### src/rtl/address_register_file_if.sv
// Datapath-side bundle of the address register file: load data, function and
// register selects, and the two combinational read ports.
interface address_register_file_if #(
  parameter int WIDTH = 16
);
  logic [WIDTH-1:0] I;
  logic [2:0]       FunSel;
  logic [2:0]       RegSel;
  logic [1:0]       OutCSel;
  logic [1:0]       OutDSel;
  logic [WIDTH-1:0] OutC;
  logic [WIDTH-1:0] OutD;

  modport master (
    output I, FunSel, RegSel, OutCSel, OutDSel,
    input  OutC, OutD
  );

  modport slave (
    input  I, FunSel, RegSel, OutCSel, OutDSel,
    output OutC, OutD
  );
endinterface

### src/rtl/address_register_file.sv
// Address register file: PC, AR and SP share one function select, each gated
// by its own active-low enable, with two independent combinational read ports.
module addressRegister #(
  parameter int WIDTH = 16
) (
  input  logic             Clock,
  input  logic             Reset,
  input  logic             enableN,
  input  logic [2:0]       funSel,
  input  logic [WIDTH-1:0] dataIn,
  output logic [WIDTH-1:0] Q
);
  logic [WIDTH-1:0] qNext;

  always_comb begin
    qNext = Q;
    case (funSel)
      3'b000: qNext = Q - 1'b1;
      3'b001: qNext = Q + 1'b1;
      3'b010: qNext = dataIn;
      3'b011: qNext = '0;
      3'b100: qNext = {{(WIDTH-8){1'b0}}, dataIn[7:0]};
      3'b101: qNext[7:0] = dataIn[7:0];
      3'b110: qNext[15:8] = dataIn[7:0];
      3'b111: qNext = {{(WIDTH-8){dataIn[7]}}, dataIn[7:0]};
      default: qNext = Q;
    endcase
  end

  // The enable test comes first so an undriven function/data bus cannot
  // disturb a register that is holding.
  always_ff @(posedge Clock) begin
    if (!Reset) begin
      Q <= '0;
    end else if (enableN == 1'b0) begin
      Q <= qNext;
    end
  end
endmodule

module address_register_file #(
  parameter int WIDTH = 16
) (
  input  logic                   Clock,
  input  logic                   Reset,
  address_register_file_if.slave bus
);
  logic [WIDTH-1:0] pcQ;
  logic [WIDTH-1:0] arQ;
  logic [WIDTH-1:0] spQ;

  addressRegister #(.WIDTH(WIDTH)) PC (
    .Clock  (Clock),
    .Reset  (Reset),
    .enableN(bus.RegSel[2]),
    .funSel (bus.FunSel),
    .dataIn (bus.I),
    .Q      (pcQ)
  );

  addressRegister #(.WIDTH(WIDTH)) AR (
    .Clock  (Clock),
    .Reset  (Reset),
    .enableN(bus.RegSel[1]),
    .funSel (bus.FunSel),
    .dataIn (bus.I),
    .Q      (arQ)
  );

  addressRegister #(.WIDTH(WIDTH)) SP (
    .Clock  (Clock),
    .Reset  (Reset),
    .enableN(bus.RegSel[0]),
    .funSel (bus.FunSel),
    .dataIn (bus.I),
    .Q      (spQ)
  );

  // Both selects 00 and 01 map to PC.
  always_comb begin
    bus.OutC = pcQ;
    case (bus.OutCSel)
      2'b10:   bus.OutC = arQ;
      2'b11:   bus.OutC = spQ;
      default: bus.OutC = pcQ;
    endcase
  end

  always_comb begin
    bus.OutD = pcQ;
    case (bus.OutDSel)
      2'b10:   bus.OutD = arQ;
      2'b11:   bus.OutD = spQ;
      default: bus.OutD = pcQ;
    endcase
  end
endmodule

### src/flat_wrapper.sv
// flat-port wrapper written by rule: the top's interface ports become plain ports
module address_register_file_flat 
#(
  parameter int WIDTH = 16
)
  (Clock, Reset, bus_I, bus_FunSel, bus_RegSel, bus_OutCSel, bus_OutDSel, bus_OutC, bus_OutD);
  address_register_file_if #(.WIDTH(WIDTH)) bus_i ();
  input  logic Clock;
  input  logic Reset;
  input wire logic [$bits(bus_i.I)-1:0] bus_I;
  input wire logic [$bits(bus_i.FunSel)-1:0] bus_FunSel;
  input wire logic [$bits(bus_i.RegSel)-1:0] bus_RegSel;
  input wire logic [$bits(bus_i.OutCSel)-1:0] bus_OutCSel;
  input wire logic [$bits(bus_i.OutDSel)-1:0] bus_OutDSel;
  output wire logic [$bits(bus_i.OutC)-1:0] bus_OutC;
  output wire logic [$bits(bus_i.OutD)-1:0] bus_OutD;
  assign bus_i.I = bus_I;
  assign bus_i.FunSel = bus_FunSel;
  assign bus_i.RegSel = bus_RegSel;
  assign bus_i.OutCSel = bus_OutCSel;
  assign bus_i.OutDSel = bus_OutDSel;
  assign bus_OutC = bus_i.OutC;
  assign bus_OutD = bus_i.OutD;
  address_register_file #(.WIDTH(WIDTH)) u_core (.Clock(Clock), .Reset(Reset), .bus(bus_i));
endmodule
### config.mk
export PLATFORM = sky130hd
export DESIGN_NAME = address_register_file_flat
export DESIGN_NICKNAME = d
export VERILOG_FILES = /design/src/rtl/address_register_file_if.sv /design/src/rtl/address_register_file.sv /design/src/flat_wrapper.sv
export SDC_FILE = /design/constraint.sdc
export NUM_CORES = 1
export LEC_CHECK = 0
export CAP_MARGIN = 25
export CORE_MARGIN = 8
export CORE_UTILIZATION = 45
export DETAILED_ROUTE_END_ITERATION = 16
export PLACE_DENSITY = 0.68
export SETUP_SLACK_MARGIN = 0.5
export SLEW_MARGIN = 30
export SYNTH_ARGS = -nofsm -noshare
export SYNTH_HDL_FRONTEND = slang
export SYNTH_HIERARCHICAL = 1
export SYNTH_SLANG_ARGS = --single-unit
### constraint.sdc
create_clock -name Clock -period 2 [get_ports Clock]
set_clock_uncertainty 0.15 [all_clocks]
set_input_delay 0.2 -clock Clock [delete_from_list [all_inputs] [get_ports Clock]]
set_output_delay 0.2 -clock Clock [all_outputs]
set_load 0.02 [all_outputs]
Word-level counts from Yosys, hierarchy flattened
Index checks and enable logic that the tools add are counted.

storage, ports and cells
  input port bits = 28
  register bits after elaboration = 48
  logic and storage cells = 45

operators by class
  reductions and logical operators = 11
  bitwise operators = 3
  add/subtract/negate cells = 6
  muxes and demuxes = 8
  eq/ne operators = 11

operators with widths
  operator                                             number
  one-hot mux 8 bit (6 select lines)                   3
  one-hot mux 8 bit (4 select lines)                   3
  one-hot mux 16 bit (2 select lines)                  2
  adder 16 x 1 -> 16 bit (second input constant)       3
  subtractor 16 x 1 -> 16 bit (second input constant)  3
  == test 3 bit (second input constant)                4
  AND reduction 2 bit                                  6
  == test 2 bit (second input constant)                4
  == test 3 x 2 -> 1 bit (second input constant)       2
  nonzero test 6 bit                                   1
  nonzero test 4 bit                                   1
  OR reduction 4 bit                                   1
  == test 3 x 1 -> 1 bit (second input constant)       1
  zero test 3 bit                                      1
  inverter 1 bit                                       3
  OR reduction 2 bit                                   1

Longest topological paths before layout
Gate-level depths: netlist of run 1.

  depth after elaboration = 4
  mapped depth = 9
  depth with buffers taken out = 7

Hierarchy
The synthesis of run 1 kept the hierarchy.

modules (own cells, without submodules)
  module                 times used  cells an instance  area an instance (um^2)  sequential area each (um^2)
  addressRegister        3           247                1751.7                   320.3
  address_register_file  1           106                690.7                    0.0

Worst setup path before layout of run 1
Ideal clock, no wire load.

  path type = flip-flop to flip-flop
  start point = reg u_core.PC.Q[1]
  end point = reg u_core.PC.Q[14]
  slack = -0.239 ns
  stages on the path, launching flop included = 10
  arrival = 1.966 ns
  path buffers = 2
  data required time = 1.727 ns
  period minus slack after synthesis = 2.239 ns
  cells stage by stage = dfxtp_1 > clkbuf_1 > inv_1 > ha_1 > or4b_1 > buf_2 > nor4_2 > xor2_1 > a221oi_1 > nor2_1

on the way
  longest elaborated chain between the ends = 2
  elaborated cells on any way between the ends = 3
  those cells by class = add/sub (2); mux (1)

ends and longest elaborated chain
  item                                                                          RTL line                                                  RTL
  start: declaration                                                            address_register_file.sv:11                               output logic [WIDTH-1:0] Q
  start signal: assignment                                                      address_register_file.sv:36                               Q <= qNext;
  adder 16 x 1 -> 16 bit / subtractor 16 x 1 -> 16 bit (equally long branches)  address_register_file.sv:19, address_register_file.sv:18
  one-hot mux 8 bit (6 select lines) (*)                                        address_register_file.sv:17                               case (funSel)

Every way passes the cells marked *; elsewhere a longest branch is shown, timed or not.
A chain may end at the register's enable or synchronous reset.

Worst setup path after layout of run 1
  start point = reg u_core.AR.Q[0]
  end point = reg u_core.AR.Q[6]

on the way
  longest elaborated chain between the ends = 2
  elaborated cells on any way between the ends = 3
  those cells by class = add/sub (2); mux (1)

ends and longest elaborated chain
  item                                                                          RTL line
  start: declaration                                                            address_register_file.sv:11
  start signal: assignment                                                      address_register_file.sv:36
  adder 16 x 1 -> 16 bit / subtractor 16 x 1 -> 16 bit (equally long branches)  address_register_file.sv:19, address_register_file.sv:18
  one-hot mux 8 bit (4 select lines) (*)                                        address_register_file.sv:17

Marks and branches as above.

==> reports/metrics.csv, run 1 <==
stage;metric;value;unit
min_path;Hold EP;u_core/AR/Q[7];
synthesis;Avg Synthesized Cell Area;7.02;um^2
die;# IOs;60;
placed_design;GP Congestion;0.984;
clock_tree;CTS tree;done;
cells_and_area;final instance area;9810;um^2
detailed_routing;post-route ant nets;0;
worst_setup_path;Worst Reg2Reg Path Length in Cells;7;
pwr;Clock power frac;21.2;%
synthesis;synthesis warning total;6;
worst_setup_path;slowest cell on the critical path;or4b_4;
timing;Hold Fails Final Rpt;0;
timing;final setup slack of the worst path;-0.0173;ns
pwr;Cell Int Power;2.90;mW
detailed_routing;Initial DRC Count;896;
grt;largest net degree at the start of global routing;35;
cells_and_area;Layout Cells excl Fill;1237;
timing;Final Max Tran Viols;0;
cells_and_area;layout cells sized above 1;44.9;%
synthesis;post-synth top area share;16.2;%
synthesis;post-synthesis cell area;5950;um^2
detailed_routing;Post-Route WL;29300;um
min_path;worst hold path startpoint;bus_RegSel[1];
timing;Slew @ Worst Pin;0.564;ns
worst_setup_path;startpoint types;flop;
clock_tree;Clock Latency Late Sink;0.31;ns
die;core area;13100;um^2
pwr;Leak;3.87;nW
die;area of the die;17100;um^2
placed_design;IO buf count;59;
status;status;finished with violations;
grt;GRT Util Overall;32.8;%
clock_tree;TritonCTS buffer count;5;
timing;relative slew slack;62.3;%
placed_design;DP Area;7810;um^2
timing;hold slack;0.194;ns
cells_and_area;Layout area overhead;65.0;%
pwr;Max VDD drop;0.418;mV
die;Die Ht;131;um
synthesis;post-synth net total;881;
clock_tree;Clock Sink Count;48;
synthesis;most common library cells after synthesis;a21oi_1 (98), nor2_1 (86), nand2_1 (57);
worst_setup_path;reg2reg end;u_core/AR/Q[6];
grt;first-pass GRT wire length;43000;um
detailed_routing;via count;8207;
die;width of the die;131;um
synthesis;#FFs+latches synth;48;
worst_setup_path;CP max FO;6;
grt;total gr overflow;0;
worst_setup_path;cell family with most CP delay;simple AND/OR/NAND/NOR gates;
synthesis;cell count after synthesis;847;
worst_setup_path;RR Startpoint;u_core/AR/Q[0];
detailed_routing;Remaining DRCs;0;
pwr;NetSw;2.04;mW
pwr;sequential fraction of design power;24.1;%
die;Rows;42;
synthesis;Main synth FF type;dfxtp_1;
placed_design;Place WS;-0.279;ns
timing;final cycle utilization of the critical path;101;%
synthesis;EDFF count, synth;0;
detailed_routing;Via density;6.63;
worst_setup_path;crit path DAT;2.09;ns
cells_and_area;antenna cells;0;
min_path;Hold Path Class;input pin to flop;
timing;endpoints failing setup;4;
worst_setup_path;register-to-register setup slack;-0.02;ns
clock_tree;root buf cell;clkbuf_16;
clock_tree;Longest Clk Path Bufs;2;
cells_and_area;Final #Nets;1094;
synthesis;Cell variety after synth;58;
timing;RSZ-0062 raised after global routing;true;
clock_tree;H-tree Lvls;2;
worst_setup_path;critical path endpoint category;flop;
worst_setup_path;critical path class;flop to flop;
worst_setup_path;Stages on worst setup path;7;
detailed_routing;drt pass-1 iters;5;
grt;initial antenna violation count;0;
placed_design;cell total after placement;1147;
die;initial core utilization;45.4;%
pwr;combinational power share;54.7;%
pwr;Sw Ratio;41.3;%
worst_setup_path;CP peak stage delay;0.54;ns
cells_and_area;Layout fillers;1001;
placed_design;HPWL after detailed placement;19700;um
synthesis;Synth area leaders;dfxtp_1 (16%), a21oi_1 (8.2%), mux2i_1 (7.4%);
synthesis;area leader, netlist;dfxtp_1;
worst_setup_path;CP cell instances;inv_2 -> ha_4 -> or4b_4 -> or2_1 -> a21oi_2 -> o211ai_1 -> a31oi_1;
worst_setup_path;Crit path required time;2.07;ns
timing;Setup TNS;-0.0451;ns
timing;Final min period;2.02;ns
min_path;hold path depth;3;
synthesis;most common cell in the netlist;a21oi_1;
timing;fmax;496;MHz
worst_setup_path;buffer and inverter count on the worst path;1;
clock_tree;CTS Hold Bufs;0;
run;Max Cap Viol;0;
pwr;Power, Total;4.93;mW
cells_and_area;Post-Route Utilization;75.0;%
status;failing checks;setup timing;
synthesis;sequential fraction of the synthesis area;16.2;%
pwr;PwrDens;503;nW/um^2
grt;vias in the first global route;7542;
synthesis;Synth async-reset ratio;0;%
clock_tree;Worst-path clk slew;0.08;ns
detailed_routing;WL/cell;23.7;um
-- registers in the layout, indices dropped and copies added, names as in the netlist --
| name | flops |
|---|---|
| u_core/AR/Q | 16 |
| u_core/SP/Q | 16 |
| u_core/PC/Q | 16 |
-- cells by family (layout without fill, tap and decap cells) --
family | Yosys count | count (layout) | synth area share (%)
buffers and inverters | 91 | 303 | 7.45
XOR/XNOR | 48 | 48 | 7.07
adder cells (fa/ha/maj) | 15 | 15 | 2.78
multiplexers | 44 | 44 | 7.41
flip-flops | 48 | 48 | 16.2
AO/OA/AOI/OAI | 296 | 298 | 31.2
AND/OR/NAND/NOR | 305 | 305 | 28.0
-- power by group through the flow --
| stage | combinational, mW | clock (mW) | sequential [mW] |
|---|---|---|---|
| 5_1_grt | 2.84 | 1.07 | 1.20 |
| 3_3_place_gp | 1.96 | 0 | 1.20 |
| 4_1_cts | 2.32 | 1.05 | 1.18 |
| 6_report | 2.70 | 1.04 | 1.19 |
| 2_1_floorplan | 1.30 | 0 | 1.16 |
| 3_5_place_dp | 1.99 | 0 | 1.20 |
-- repair_timing --
action	CTS	global route
setup buffers	51	25
pin swaps	87	63
gates cloned	4	2
gates resized for setup	341	131
endpoints found under the setup margin	74	77
-- placed cells by master (no fill, tap or decap), types with 12 or more instances in the layout --
cell type / n
xor2_1: 24
nand4_1: 12
dfxtp_4: 27
clkdlybuf4s50_1: 18
a21o_1: 15
nor4_4: 17
a21oi_1: 77
dfxtp_2: 19
a31oi_1: 26
o21ai_1: 14
xnor2_1: 20
o21ai_0: 48
o211ai_1: 15
nand3_1: 12
nand2b_1: 12
nand2_1: 54
a21oi_2: 20
nor2_1: 73
buf_4: 160
buf_6: 70
o21a_1: 12
mux2i_1: 38
buf_12: 15
-- final cells by class --
type / instances / area, um^2 / share of cell area (%)
clock buffers: 5 / 125 / 1.28
repair buffers: 277 / 2700 / 27.5
inverters: 18 / 75.1 / 0.765
flip-flops and latches: 48 / 1090 / 11.1
well taps: 176 / 220 / 2.24
clock inverters: 3 / 42.5 / 0.434
multi-input cells: 710 / 5560 / 56.7
-- routing by layer --
layer	global-route usage (%)	up-vias	routed length, um
met2	50.3	566	13000
li1	-	3626	-
met3	8.40	83	3460
met4	14.7	0	1120
met1	42.3	3932	11700
met5	0	-	0
-- worst min-delay path: stages --
cell and delay (ns):
dlymetal6s2s_1 0.24, a211oi_2 0.06, a21oi_1 0.11
-- worst max path at each step --
stage / start / slack (ns) / to
after floorplan: u_core/PC/Q[1] / 0.01 / u_core/PC/Q[14]
after global placement: bus_OutCSel[0] / -0.29 / bus_OutC[2]
after detailed placement: bus_OutCSel[0] / -0.28 / bus_OutC[2]
after CTS: u_core/SP/Q[1] / 0.01 / u_core/SP/Q[12]
after global routing: u_core/AR/Q[0] / -0.09 / u_core/AR/Q[10]
final: u_core/AR/Q[0] / -0.02 / u_core/AR/Q[6]
Note: power is estimated with default switching activity, not from simulation.
==> inputs of run 2 (changes only) <==
--- a/config.mk
+++ b/config.mk
@@ -5,12 +5,11 @@
 export SDC_FILE = /design/constraint.sdc
 export NUM_CORES = 1
 export LEC_CHECK = 0
-export CAP_MARGIN = 25
 export CORE_MARGIN = 8
 export CORE_UTILIZATION = 45
 export DETAILED_ROUTE_END_ITERATION = 16
 export PLACE_DENSITY = 0.68
-export SETUP_SLACK_MARGIN = 0.5
+export SKIP_CTS_REPAIR_TIMING = 1
 export SLEW_MARGIN = 30
 export SYNTH_ARGS = -nofsm -noshare
 export SYNTH_HDL_FRONTEND = slang
==> run 2 against run 1 <==
  * The run still ends with setup timing left
  * Clock power rose by 6%
  * Via count fell by 9.7%
  * Maximum frequency rose by 0.35%
  * Flip-flop and latch count did not move
  * Non-clock buffer count fell by 59
  * Wire length fell by 19%
  * Count of clock-buffer cells in the layout rose by 2
  * Setup slack improved by 0.0071 ns
  * Critical path depth fell by 2
  * Hold slack improved by 0.089 ns
  * Largest cell class unchanged
  * Highest routed layer unchanged
==> reports/metrics.csv, run 2 (synthesis results as in run 1) <==
stage;metric;value;unit
detailed_routing;post-route ant nets;0;
pwr;Power, Total;4.30;mW
worst_setup_path;Crit path required time;2.05;ns
min_path;hold path depth;4;
cells_and_area;top flop regs;u_core/AR/Q: 16 flops, u_core/PC/Q: 16 flops, u_core/SP/Q: 16 flops;
die;width of the die;131;um
cells_and_area;Layout area overhead;36.6;%
placed_design;IO buf count;59;
cells_and_area;Layout fillers;1202;
clock_tree;Clock Latency Late Sink;0.31;ns
worst_setup_path;crit path DAT;2.06;ns
grt;largest net degree at the start of global routing;31;
placed_design;HPWL after detailed placement;18100;um
clock_tree;TritonCTS buffer count;5;
timing;Slew @ Worst Pin;0.807;ns
timing;relative slew slack;46.1;%
die;initial core utilization;45.4;%
worst_setup_path;critical path class;flop to flop;
placed_design;Place WS;-0.262;ns
die;Rows;42;
timing;final setup slack of the worst path;-0.0103;ns
detailed_routing;via count;7407;
worst_setup_path;CP max FO;7;
worst_setup_path;critical path endpoint category;flop;
grt;initial antenna violation count;0;
worst_setup_path;Worst Reg2Reg Path Length in Cells;5;
clock_tree;Worst-path clk slew;0.07;ns
die;core area;13100;um^2
detailed_routing;Remaining DRCs;0;
clock_tree;Clock Sink Count;48;
clock_tree;Longest Clk Path Bufs;2;
die;Die Ht;131;um
clock_tree;root buf cell;clkbuf_16;
pwr;Max VDD drop;0.358;mV
status;failing checks;setup timing;
grt;first-pass GRT wire length;36100;um
pwr;Leak;3.57;nW
grt;vias in the first global route;6499;
timing;Hold Fails Final Rpt;0;
worst_setup_path;startpoint types;flop;
cells_and_area;commonest non-fill, non-tap cell in the layout;buf_4;
grt;total gr overflow;0;
status;status;finished with violations;
cells_and_area;layout cells sized above 1;24.3;%
die;# IOs;60;
run;Max Cap Viol;0;
timing;Final min period;2.01;ns
grt;GRT Util Overall;27.1;%
pwr;PwrDens;529;nW/um^2
min_path;Hold Path Class;input pin to flop;
timing;Final Max Tran Viols;0;
detailed_routing;Initial DRC Count;1090;
timing;fmax;497;MHz
timing;RSZ-0062 raised after global routing;true;
clock_tree;CTS tree;done;
timing;final cycle utilization of the critical path;101;%
cells_and_area;Final #Nets;1033;
clock_tree;H-tree Lvls;2;
cells_and_area;highest-count cells in the layout ignoring fill and taps;buf_4 (150), a21oi_1 (97), nor2_1 (84), nand2_1 (57), o21ai_0 (53);
detailed_routing;Via density;6.30;
cells_and_area;antenna cells;0;
timing;endpoints failing setup;2;
die;area of the die;17100;um^2
detailed_routing;WL/cell;20.2;um
detailed_routing;Post-Route WL;23700;um
placed_design;GP Congestion;0.992;
detailed_routing;drt pass-1 iters;6;
## run 2: power by group
part	internal, mW	total [mW]	switching [mW]
Combinational	0.914	2.02	1.11
Clock	0.661	1.10	0.440
Sequential	1.04	1.18	0.137
Total	2.62	4.30	1.68
## run 2: area by class of cell
cell class              count  area (um^2)  share of cell area (%)
clock buffers               7          153                    1.88
clock inverters             1         30.0                   0.370
inverters                  18         67.6                   0.832
multi-input cells         708         4710                    58.0
flip-flops and latches     48          982                    12.1
well taps                 176          220                    2.71
repair buffers            218         1960                    24.2
## run 2: final timing paths
check,start,end,slack [ns]
setup / recovery,u_core/PC/Q[5],u_core/PC/Q[14],-0.01
hold / removal,bus_FunSel[2],u_core/SP/Q[0],0.28
setup reg to reg,u_core/PC/Q[5],u_core/PC/Q[14],-0.01
hold reg to reg,u_core/SP/Q[0],u_core/SP/Q[0],0.42
## run 2: metal layers
| layer | up-vias | wire [um] | GRT usage (%) |
|---|---|---|---|
| met1 | 3412 | 10500 | 37.7 |
| met3 | 73 | 2340 | 5.03 |
| met5 | - | 0 | 0 |
| li1 | 3482 | - | - |
| met2 | 440 | 10100 | 40.4 |
| met4 | 0 | 813 | 9.79 |
## run 2: worst max-delay path, stage by stage, from the launching register on
cell and delay [ns]:
dfxtp_1 0.43, or4_1 0.58, nor4_4 0.27, xor2_1 0.12, a221oi_1 0.29, nor2_1 0.07
## run 2: stage by stage
step | cell area (um^2) | instances | hold slack, ns | utilization [%] | setup TNS [ns]
after floorplan | 6070 | 847 | 0.187 | - | 0
after global placement | 7750 | 1168 | 0.421 | 59.2 | -6.05
after detailed placement | 7750 | 1168 | 0.414 | 59.2 | -6.44
after CTS | 7930 | 1176 | 0.280 | 60.6 | -6.85
after global routing | 8120 | 1176 | 0.315 | 62.1 | -0.421
final | 8120 | 1176 | 0.282 | 62.1 | -0.0120
==> inputs of run 3 (changes only) <==
--- a/config.mk
+++ b/config.mk
@@ -6,9 +6,9 @@
 export NUM_CORES = 1
 export LEC_CHECK = 0
 export CORE_MARGIN = 8
-export CORE_UTILIZATION = 45
+export CORE_UTILIZATION = 50
 export DETAILED_ROUTE_END_ITERATION = 16
-export PLACE_DENSITY = 0.68
+export PLACE_DENSITY = 0.74
 export SKIP_CTS_REPAIR_TIMING = 1
 export SLEW_MARGIN = 30
 export SYNTH_ARGS = -nofsm -noshare
==> run 3 against run 2 <==
  * The flow still finishes with violations (setup timing)
  * Final cell count down 1.8%
  * Setup slack worse by 0.075 ns
  * Combinational power up 2%
  * Hold slack worse by 0.15 ns
  * Largest cell class unchanged
==> reports/metrics.csv, run 3 (synthesis results as in run 1) <==
stage;metric;value;unit
die;Rows;40;
detailed_routing;drt pass-1 iters;6;
timing;Hold Fails Final Rpt;0;
worst_setup_path;CP cell instances;inv_2 -> ha_4 -> or4b_4 -> nor4_4 -> xor2_1 -> a221oi_2 -> nor2_1;
cells_and_area;Layout fillers;1005;
detailed_routing;post-route ant nets;0;
die;width of the die;125;um
placed_design;GP Congestion;0.995;
status;status;finished with violations;
clock_tree;Clock Sink Count;48;
timing;relative slew slack;65.8;%
die;# IOs;60;
timing;final setup slack of the worst path;-0.0848;ns
clock_tree;Worst-path clk slew;0.07;ns
placed_design;HPWL after detailed placement;18500;um
grt;GRT Util Overall;29.6;%
grt;vias in the first global route;6766;
grt;first-pass GRT wire length;37500;um
die;area of the die;15600;um^2
detailed_routing;Via density;6.51;
worst_setup_path;crit path DAT;2.13;ns
grt;initial antenna violation count;0;
grt;largest net degree at the start of global routing;40;
placed_design;Place WS;-0.264;ns
timing;Final Max Tran Viols;0;
clock_tree;Longest Clk Path Bufs;2;
die;initial core utilization;50.3;%
timing;Final min period;2.08;ns
detailed_routing;Remaining DRCs;0;
cells_and_area;Layout area overhead;37.2;%
cells_and_area;commonest non-fill, non-tap cell in the layout;buf_4;
status;failing checks;setup timing;
pwr;PwrDens;510;nW/um^2
timing;RSZ-0062 raised after global routing;true;
run;Max Cap Viol;0;
worst_setup_path;slowest cell on the critical path;or4b_4;
die;core area;11800;um^2
cells_and_area;Post-Route Utilization;69.0;%
worst_setup_path;critical path endpoint category;flop;
cells_and_area;highest-count cells in the layout ignoring fill and taps;buf_4 (158), a21oi_1 (96), nor2_1 (85), nand2_1 (57), o21ai_0 (54);
cells_and_area;layout cells sized above 1;25.6;%
grt;total gr overflow;0;
timing;endpoints failing setup;1;
worst_setup_path;buffer and inverter count on the worst path;1;
timing;Slew @ Worst Pin;0.510;ns
worst_setup_path;startpoint types;flop;
placed_design;IO buf count;59;
timing;final cycle utilization of the critical path;104;%
worst_setup_path;CP peak stage delay;0.52;ns
cells_and_area;top flop regs;u_core/AR/Q: 16 flops, u_core/PC/Q: 16 flops, u_core/SP/Q: 16 flops;
worst_setup_path;CP max FO;5;
clock_tree;TritonCTS buffer count;5;
worst_setup_path;cell family with most CP delay;simple AND/OR/NAND/NOR gates;
cells_and_area;antenna cells;0;
clock_tree;Clock Latency Late Sink;0.31;ns
min_path;Hold Path Class;input pin to flop;
detailed_routing;Post-Route WL;24500;um
die;Die Ht;125;um
cells_and_area;Final #Nets;1041;
detailed_routing;Initial DRC Count;1055;
detailed_routing;via count;7524;
clock_tree;CTS tree;done;
clock_tree;root buf cell;clkbuf_16;
clock_tree;H-tree Lvls;2;
worst_setup_path;Crit path required time;2.05;ns
worst_setup_path;critical path class;flop to flop;
timing;fmax;480;MHz
pwr;Max VDD drop;0.346;mV
detailed_routing;WL/cell;21.2;um
pwr;Leak;3.62;nW
-- run 3: layer usage --
| metal | GRT usage (%) | routed length, um | up-vias |
|---|---|---|---|
| li1 | - | - | 3497 |
| met1 | 40.4 | 10600 | 3481 |
| met2 | 44.6 | 10500 | 477 |
| met3 | 5.86 | 2630 | 69 |
| met4 | 11.7 | 815 | 0 |
| met5 | 0 | 0 | - |
-- run 3: final cells by class --
type | count | area [um^2] | share of cell area, %
multi-input combinational | 708 | 4750 | 58.3
timing repair buffer | 226 | 2010 | 24.7
sequential | 48 | 987 | 12.1
tap | 147 | 184 | 2.26
clock buffer | 6 | 139 | 1.70
inverter | 18 | 67.6 | 0.828
clock inverter | 2 | 10.0 | 0.123
-- run 3: worst paths after layout --
kind / start / to / slack [ns] / cells past startpoint
setup reg to reg: u_core/PC/Q[0] / u_core/PC/Q[14] / -0.08 / 7
hold / removal: bus_FunSel[2] / u_core/SP/Q[1] / 0.13 / 3
setup / recovery: u_core/PC/Q[0] / u_core/PC/Q[14] / -0.08 / 7
hold reg to reg: u_core/AR/Q[5] / u_core/AR/Q[5] / 0.42 / 2
-- run 3: metrics by stage --
stage	instances	instance area, um^2	hold slack, ns	TNS (ns)	total power [mW]
after floorplan	847	6070	0.187	0	2.34
after global placement	1146	7750	0.428	-4.49	3.14
after detailed placement	1146	7750	0.442	-4.97	3.16
after CTS	1154	7900	0.125	-5.98	4.07
after global routing	1155	8160	0.179	-0.295	4.33
final	1155	8160	0.129	-0.0848	4.16
-- run 3: worst reg2reg max path, cell delays in order (launching register included) --
cell	delay [ns]
dfxtp_4	0.36
inv_2	0.07
ha_4	0.13
or4b_4	0.52
nor4_4	0.31
xor2_1	0.12
a221oi_2	0.26
nor2_1	0.06
-- run 3: power breakdown --
| group | internal, mW | switching [mW] | leakage, nW |
|---|---|---|---|
| logic | 0.930 | 1.13 | 3.14 |
| clock network | 0.495 | 0.424 | 0.0766 |
| registers | 1.04 | 0.135 | 0.403 |
| total | 2.47 | 1.69 | 3.62 |
